<file path="src/rtl/hls_call_driver.sv">
// hls_call_driver: issues a run of indexed calls to one pipelined HLS component and
// collects its returns, in order, into a first-word-fall-through result FIFO and a running sum.
module hls_call_driver #(
  parameter int DATA_W       = 32,
  parameter int CNT_W        = 16,
  parameter int ACC_W        = 48,
  parameter int FIFO_DEPTH   = 8,
  parameter int MAX_INFLIGHT = 4
) (
  input  logic              clock,
  input  logic              resetn,
  input  logic              cmd_go,
  input  logic [DATA_W-1:0] cmd_base,
  input  logic [CNT_W-1:0]  cmd_count,
  output logic              run_busy,
  output logic              run_done,
  output logic [ACC_W-1:0]  run_sum,
  output logic              run_err,
  output logic              call_start,
  input  logic              call_busy,
  output logic [DATA_W-1:0] call_idx,
  input  logic              ret_done,
  output logic              ret_stall,
  input  logic [DATA_W-1:0] ret_data,
  output logic              res_valid,
  input  logic              res_ready,
  output logic [DATA_W-1:0] res_data
);

  // state | meaning
  // IDLE  | waiting for cmd_go
  // ISSUE | issuing calls while credit allows, collecting returns
  // DRAIN | all calls issued, waiting for the remaining returns
  // DONE  | one-cycle run_done pulse
  typedef enum logic [1:0] {IDLE, ISSUE, DRAIN, DONE} state_t;

  localparam int PTR_W = (FIFO_DEPTH > 1) ? $clog2(FIFO_DEPTH) : 1;
  localparam int OCC_W = $clog2(FIFO_DEPTH + 1);
  localparam int INF_W = $clog2(MAX_INFLIGHT + 1);

  state_t             state, state_nxt;
  logic [DATA_W-1:0]  base_r;
  logic [CNT_W-1:0]   count_r, issued, returned;
  logic [CNT_W-1:0]   issued_inc, returned_inc;
  logic [INF_W-1:0]   inflight;
  logic [ACC_W-1:0]   sum_r;
  logic               err_r;
  logic [DATA_W-1:0]  mem [FIFO_DEPTH];
  logic [PTR_W-1:0]   wr_ptr, rd_ptr;
  logic [OCC_W-1:0]   fifo_cnt;
  logic [31:0]        occupancy;
  logic               fifo_full, credit_ok, go_ok;
  logic               call_acc, ret_acc, ret_stray, ret_good, push, pop;
  logic               last_call, last_ret;

  assign fifo_full  = (32'(fifo_cnt) == 32'(FIFO_DEPTH));
  assign occupancy  = 32'(inflight) + 32'(fifo_cnt);
  // Credit covers both in-flight calls and results already parked in the FIFO,
  // so every outstanding return is guaranteed a FIFO slot.
  assign credit_ok  = (32'(inflight) < 32'(MAX_INFLIGHT)) && (occupancy < 32'(FIFO_DEPTH));

  assign call_start = (state == ISSUE) && credit_ok;
  assign call_idx   = base_r + DATA_W'(issued);
  assign ret_stall  = fifo_full;

  assign call_acc   = call_start && !call_busy;
  assign ret_acc    = ret_done && !ret_stall;
  // A return alongside an accepted call is a zero-latency return, not a stray one.
  assign ret_stray  = ret_acc && (inflight == '0) && !call_acc;
  assign ret_good   = ret_acc && !ret_stray;
  assign push       = ret_good;
  assign res_valid  = (fifo_cnt != '0);
  assign pop        = res_valid && res_ready;
  assign res_data   = res_valid ? mem[rd_ptr] : '0;

  assign issued_inc   = issued + CNT_W'(1);
  assign returned_inc = returned + CNT_W'(1);
  assign last_call    = call_acc && (issued_inc == count_r);
  assign last_ret     = ret_good && (returned_inc == count_r);
  assign go_ok        = (state == IDLE) && cmd_go;

  assign run_busy = (state == ISSUE) || (state == DRAIN);
  assign run_done = (state == DONE);
  assign run_sum  = sum_r;
  assign run_err  = err_r;

  always_comb begin
    state_nxt = state;
    case (state)
      IDLE:    if (cmd_go) state_nxt = (cmd_count == '0) ? DONE : ISSUE;
      ISSUE:   if (last_call) state_nxt = last_ret ? DONE : DRAIN;
      DRAIN:   if (last_ret) state_nxt = DONE;
      DONE:    state_nxt = IDLE;
      default: state_nxt = IDLE;
    endcase
  end

  always_ff @(posedge clock or negedge resetn) begin
    if (!resetn) begin
      state    <= IDLE;
      base_r   <= '0;
      count_r  <= '0;
      issued   <= '0;
      returned <= '0;
      inflight <= '0;
      sum_r    <= '0;
      err_r    <= 1'b0;
    end else begin
      state <= state_nxt;
      if (go_ok) begin
        base_r   <= cmd_base;
        count_r  <= cmd_count;
        issued   <= '0;
        returned <= '0;
        sum_r    <= '0;
      end else begin
        if (call_acc) issued <= issued_inc;
        if (ret_good) begin
          returned <= returned_inc;
          sum_r    <= sum_r + ACC_W'(ret_data);
        end
      end
      if (call_acc && !ret_good)      inflight <= inflight + INF_W'(1);
      else if (ret_good && !call_acc) inflight <= inflight - INF_W'(1);
      if (ret_stray) err_r <= 1'b1;
    end
  end

  always_ff @(posedge clock or negedge resetn) begin
    if (!resetn) begin
      wr_ptr   <= '0;
      rd_ptr   <= '0;
      fifo_cnt <= '0;
    end else begin
      if (push) wr_ptr <= wr_ptr + PTR_W'(1);
      if (pop)  rd_ptr <= rd_ptr + PTR_W'(1);
      if (push && !pop)      fifo_cnt <= fifo_cnt + OCC_W'(1);
      else if (pop && !push) fifo_cnt <= fifo_cnt - OCC_W'(1);
    end
  end

  always_ff @(posedge clock) begin
    if (push) mem[wr_ptr] <= ret_data;
  end

endmodule
</file>
<file path="config.mk">
export PLATFORM = sky130hd
export DESIGN_NAME = hls_call_driver
export DESIGN_NICKNAME = d
export VERILOG_FILES = /design/src/rtl/hls_call_driver.sv
export SDC_FILE = /design/constraint.sdc
export NUM_CORES = 1
export LEC_CHECK = 0
export BUFFER_PORTS_ARGS = -buffer_cell sky130_fd_sc_hd__buf_4
export CAP_MARGIN = 25
export CORE_ASPECT_RATIO = 0.9
export CORE_MARGIN = 1
export CORE_UTILIZATION = 64
export CTS_BUF_LIST = sky130_fd_sc_hd__clkbuf_16
export CTS_CLUSTER_SIZE = 14
export DETAILED_ROUTE_END_ITERATION = 16
export GPL_TIMING_DRIVEN = 0
export PLACE_DENSITY = 0.87
export SLEW_MARGIN = 10
export SYNTH_ARGS = -nofsm -noshare
export SYNTH_HDL_FRONTEND = slang
export SYNTH_SLANG_ARGS = --single-unit
</file>
<file path="constraint.sdc">
create_clock -name clock -period 9.25 [get_ports clock]
set_clock_uncertainty 0.05 [all_clocks]
set_input_delay 1.85 -clock clock [delete_from_list [all_inputs] [get_ports clock]]
set_output_delay 1.85 -clock clock [all_outputs]
set_load 0.02 [all_outputs]
</file>
Word level (Yosys, flattened, before mapping)
Memories as Yosys holds them, arrays and structs flattened.
Cells that the tools add are included.
- flip-flop bits (word level): 144
- bits in latches: 0
- RAM bits: 256
- ROM bits: 0
- input bits: 86
- output and inout port bits: 118
- logic and storage cells: 84
- memories: 1
- memory list (name ; words ; width ; read ports ; clocked after Yosys merged registers in ; wr ports ; RTL line ; text):
    mem ; 8 ; 32 ; 1 ; 0 ; 1 ; 48 ; logic [DATA_W-1:0] mem [FIFO_DEPTH];
- add/subtract/negate cells: 11
- multipliers: 0
- div/mod/pow operators: 0
- magnitude comparators: 2
- equal/unequal tests: 9
- shifts and indexed selects: 0
- mux-type cells: 19
- bitwise gates (word level): 0
- reduce and logical (&&, ||, !) cells: 31
- operator list (operator ; number):
    2-to-1 mux 48 bit ; 2
    2-to-1 mux 16 bit ; 4
    adder 48 x 32 -> 48 bit ; 1
    adder 16 x 1 -> 16 bit, second input constant ; 2
    adder 32 x 16 -> 32 bit ; 1
    == test 16 bit ; 2
    2-to-1 mux 32 bit ; 1
    logical NOT 16 bit ; 1
    logical AND 1 bit ; 15
    adder 3 x 1 -> 3 bit, second input constant ; 3
    2-to-1 mux 2 bit ; 4
    2-to-1 mux 4 bit ; 2
    one-hot mux 2 bit (4 select lines) ; 1
    nonzero test 2 bit ; 4
    logical NOT 1 bit ; 6
    2-to-1 mux 3 bit ; 2
    != test 2 bit, second input constant ; 3
    adder 3 x 4 -> 5 bit ; 1
    less-than comparator 5 x 4 -> 1 bit, second input constant ; 1
    adder 4 x 1 -> 4 bit, second input constant ; 1
    == test 2 bit, second input constant ; 2
    == test 4 bit, second input constant ; 1
    nonzero test 4 bit ; 1
    subtractor 4 x 1 -> 4 bit, second input constant ; 1
    8 further kinds ; 10

Depth between registers and ports, before layout
- depth after elaboration: 13
- mapped depth: 18
- mapped depth without buffers: 15

Least setup slack after synthesis
No wires, ideal clock.
- path type: input port to flip-flop
- from: in call_busy
- to: mem mem[2][0] (enable)
- setup time: 513 ps
- arrival: 5921 ps
- required time: 8687 ps
- path slack: 2766 ps
- stages on the path: 5
- buffers on the path: 2
- path through: nand2b_1 -> a21o_1 -> buf_2 -> clkbuf_1 -> nor4b_1
- cells in the longest elaborated chain, start to end: 8
- ends and longest elaborated chain (element ; RTL line ; text):
    start: declaration ; 20 ; input logic call_busy,
    logical NOT 1 bit ; 66 ; assign call_acc = call_start && !call_busy;
    logical AND 1 bit ; 66 ;
    logical NOT 1 bit ; 69 ; assign ret_stray = ret_acc && (inflight == '0) && !call_acc;
    logical AND 1 bit ; 69 ;
    logical NOT 1 bit ; 70 ; assign ret_good = ret_acc && !ret_stray;
    logical AND 1 bit ; 70 ;
    2-to-1 mux 1 bit ; 143 ; if (push) mem[wr_ptr] <= ret_data;
    2-to-1 mux 1 bit (not written as such) ; 143 ;
    end: declaration ; 48 ;
Every way passes these cells.

Final worst setup path
- from: reg issued[0]
- to: out call_idx[26]
- cells in the longest elaborated chain, start to end: 1
- ends and longest elaborated chain (element ; RTL line ; text):
    start: declaration ; 43 ; logic [CNT_W-1:0] count_r, issued, returned;
    start signal: assignment ; 117 ; if (call_acc) issued <= issued_inc;
    adder 32 x 16 -> 32 bit ; 63 ; assign call_idx = base_r + DATA_W'(issued);
    end: declaration ; 21 ; output logic [DATA_W-1:0] call_idx,
Every way passes these cells.

==> impl_metrics.toml <==
[routing]
drtPass1Iterations = 6
wl_per_cell_um = 23.8
via_per_inst = 6.41
drt_iter0_markers = 1750
ant_nets = 0
routed_wl_um = 55600
num_vias = 15000
post-route-drc-count = 0

[sta]
fmax_mhz = 163
rsz0062_at_grt = "no"
setup_viol = 0
finalHoldViolations = 0
worst_pin_slew_ps = 1100
slew_viol_final = 0
relSlewSlack_pct = 26.5
fin_crit_sh_pct = 66.3
hold_slack_ps = 436
worst_slack_ps = 3120
period_minus_slack_ps = 6130

[clock_tree]
post-cts-setup-buffers = 0
h-tree-depth = 2
cts-hold-fix-buffers = 0
cts_sinks = 400
path_clk_slew_ps = 60
cts_buffer_depth = 3
insertion_delay_ps = 560
numCtsBuffers = 40
ctsResizeCount = 0
cts_tree = "built"
cts-root-buf = "clkbuf_16"

[setup_path]
cpMostUsedCell = "a21oi_1"
endpoint_kind = "primary output"
required_ps = 7350
critical_path_buf_inv_count = 2
crit_chain = "ha_1 -> inv_1 -> fa_1 -> nand2b_1 -> a21oi_1 -> nor2_1 -> a21oi_1 -> a211oi_1 -> o41ai_1 -> a21oi_1 -> nand2b_1 -> xnor2_1 -> buf_4"
cpPeakStageDelay_ps = 490
crit_family = "compound AO/OA/AOI/OAI gates"
critPathKind = "reg -> out"
worstSetupStartpointType = "flip-flop"
crit_arrival_ps = 4230
critPathSlowestCell = "dfrtp_1"
critPathMaxFanout = 8

[pwr]
ir_drop_mv = 0.183
leakagePower_uw = 0.00960
power.density_mw_per_mm2 = 322

[floorplanning]
num_rows = 60
dieArea_mm2 = 0.0317
die_h_um = 169
core-area_mm2 = 0.0302
io-pin-count = 204
die_w_um = 188
start_util_pct = 65.7

[place]
numPortBuffers = 203
dp_hpwl_um = 38000
pre_cts_ws_ps = 3810
place_congestion = 0.950

[final_layout]
final_nets = 2060
syn_to_final_growth_pct = 18.6
layout-drive-gt1-share_pct = 20.5
final_util_pct = 77.9
diodes = 0

[run_status]
status = "finished, final reports clean"

[synth]
ys_warn_count = 0
yosysTopAreaCell = "edfxtp_1"
yosysUniqueCellTypes = 70
syn_area_mm2 = 0.0198
syn_area_per_cell_um2 = 12.2
synth_top_area_share_pct = 38.8
synth_edf_count = 256
syn-instance-count = 1628
synth_commonest_cells = "256 x edfxtp_1, 250 x nand2_1, 144 x dfrtp_1"
ys_seq_area_share_pct = 57.0
netlist_top_cells_area = "edfxtp_1 39%, dfrtp_1 18%, mux4_2 7.3%"
synth_flop_cell = "edfxtp_1"
synth_seq_cells = 400
async_reset_ff_share_pct = 36.0
synth_most_common_cell = "edfxtp_1"
syn_nets = 1781

[global_routing]
grt_max_degree = 82
grt_overflow = 0
gr-usage-all-layers_pct = 35.2
grt_pass1_vias = 14600
grt_pass1_wl_um = 83800
grt_antenna_before_repair = 0

[run]
maxCapViolations = 0

[min_path]
hold_class = "reg -> reg"
worst reg2reg max path, cell delays in order, from the launching register on:
cell      delay, ps
dfrtp_1         460
ha_1            260
or4b_1          530
a21oi_1         320
nand2b_1        130
a21o_1          190
buf_2           220
inv_2           200
clkbuf_1        510
nand2_1         330
nor3b_2         740
buf_6           270
buf_6           200
flip-flops by register name (all words and copies together) (netlist names):
| signal | cells |
|---|---|
| state | 2 |
| issued | 16 |
| rd_ptr | 3 |
| wr_ptr | 3 |
| base_r | 32 |
| run_sum | 48 |
| inflight | 3 |
| run_err | 1 |
| count_r | 16 |
| returned | 16 |
| fifo_cnt | 4 |
| mem | 256 |
worst paths after layout:
check / start / end / slack (ps) / cells past startpoint
max: issued[0] / call_idx[26] / 3120 / 13
min: base_r[4] / base_r[4] / 440 / 2
max reg2reg: fifo_cnt[2] / mem[6][17] / 4510 / 12
min reg2reg: base_r[4] / base_r[4] / 440 / 2
max in group asynchronous: resetn / run_sum[6] / 7170 / 2
min in group asynchronous: resetn / base_r[29] / 1170 / 1
kinds of logic after synthesis:
| family | Yosys count | synth area share [%] |
|---|---|---|
| xor gates and xnor gates | 125 | 5.52 |
| adders and majority gates | 67 | 4.38 |
| DFF | 400 | 57.0 |
| muxes | 117 | 9.97 |
| AOI/OAI and AO/OA | 238 | 7.44 |
| and+or+nand+nor | 573 | 13.6 |
| buffers and inverters | 108 | 2.15 |
report_power, final:
group | leakage [uW] | internal, uW | total (uW) | switching [uW]
Combinational | 0.00476 | 1390 | 3380 | 1990
Clock | 0.000656 | 883 | 1590 | 706
Sequential | 0.00418 | 2280 | 2600 | 312
layout make-up:
cell class / count / area, um2
plain buffers: 76 / 307
clock buffers: 40 / 1000
clock inverters: 33 / 278
fillers: 1796 / 6680
inverters: 32 / 120
multi-input cells: 1120 / 8150
flip-flops and latches: 400 / 11300
well taps: 403 / 504
repair buffers: 237 / 1850
routing by layer:
metal / track usage [%] / wire length (um)
met5: 0 / 0
met4: 14.3 / 2050
met3: 5.04 / 5500
met2: 58.0 / 27000
met1: 47.7 / 21100
placed cells by master (no fill, tap or decap), types with 9 or more instances in the layout:
cell and instances:
inv_1 40, clkbuf_16 40, nand2b_1 26, buf_4 223
or3_1 20, dfrtp_1 144, xnor2_1 73, a31oi_1 10
xor2_1 52, mux2i_1 49, nand3_1 50, nor3_1 20
nand4_1 19, and4_1 9, and3_1 20, a21oi_1 80
o21ai_1 10, a21o_1 20, nand2_1 250, edfxtp_1 256
buf_2 13, clkbuf_1 48, a211oi_1 13, buf_1 16
ha_1 63, o21ai_0 50, nor4_1 11, nor2_1 105
mux4_2 64
per-stage QoR:
stage	cells	setup TNS (ps)	area, um2	total power (uW)
final	2341	0	23500	7560
after global routing	2341	0	23500	7880
after CTS	2338	0	23500	7510
after detailed placement	2265	0	22200	5870
after global placement	2234	-16210	21800	5670
after floorplan	1628	0	19800	4650
No activity file was read; power rests on OpenSTA's default activity.
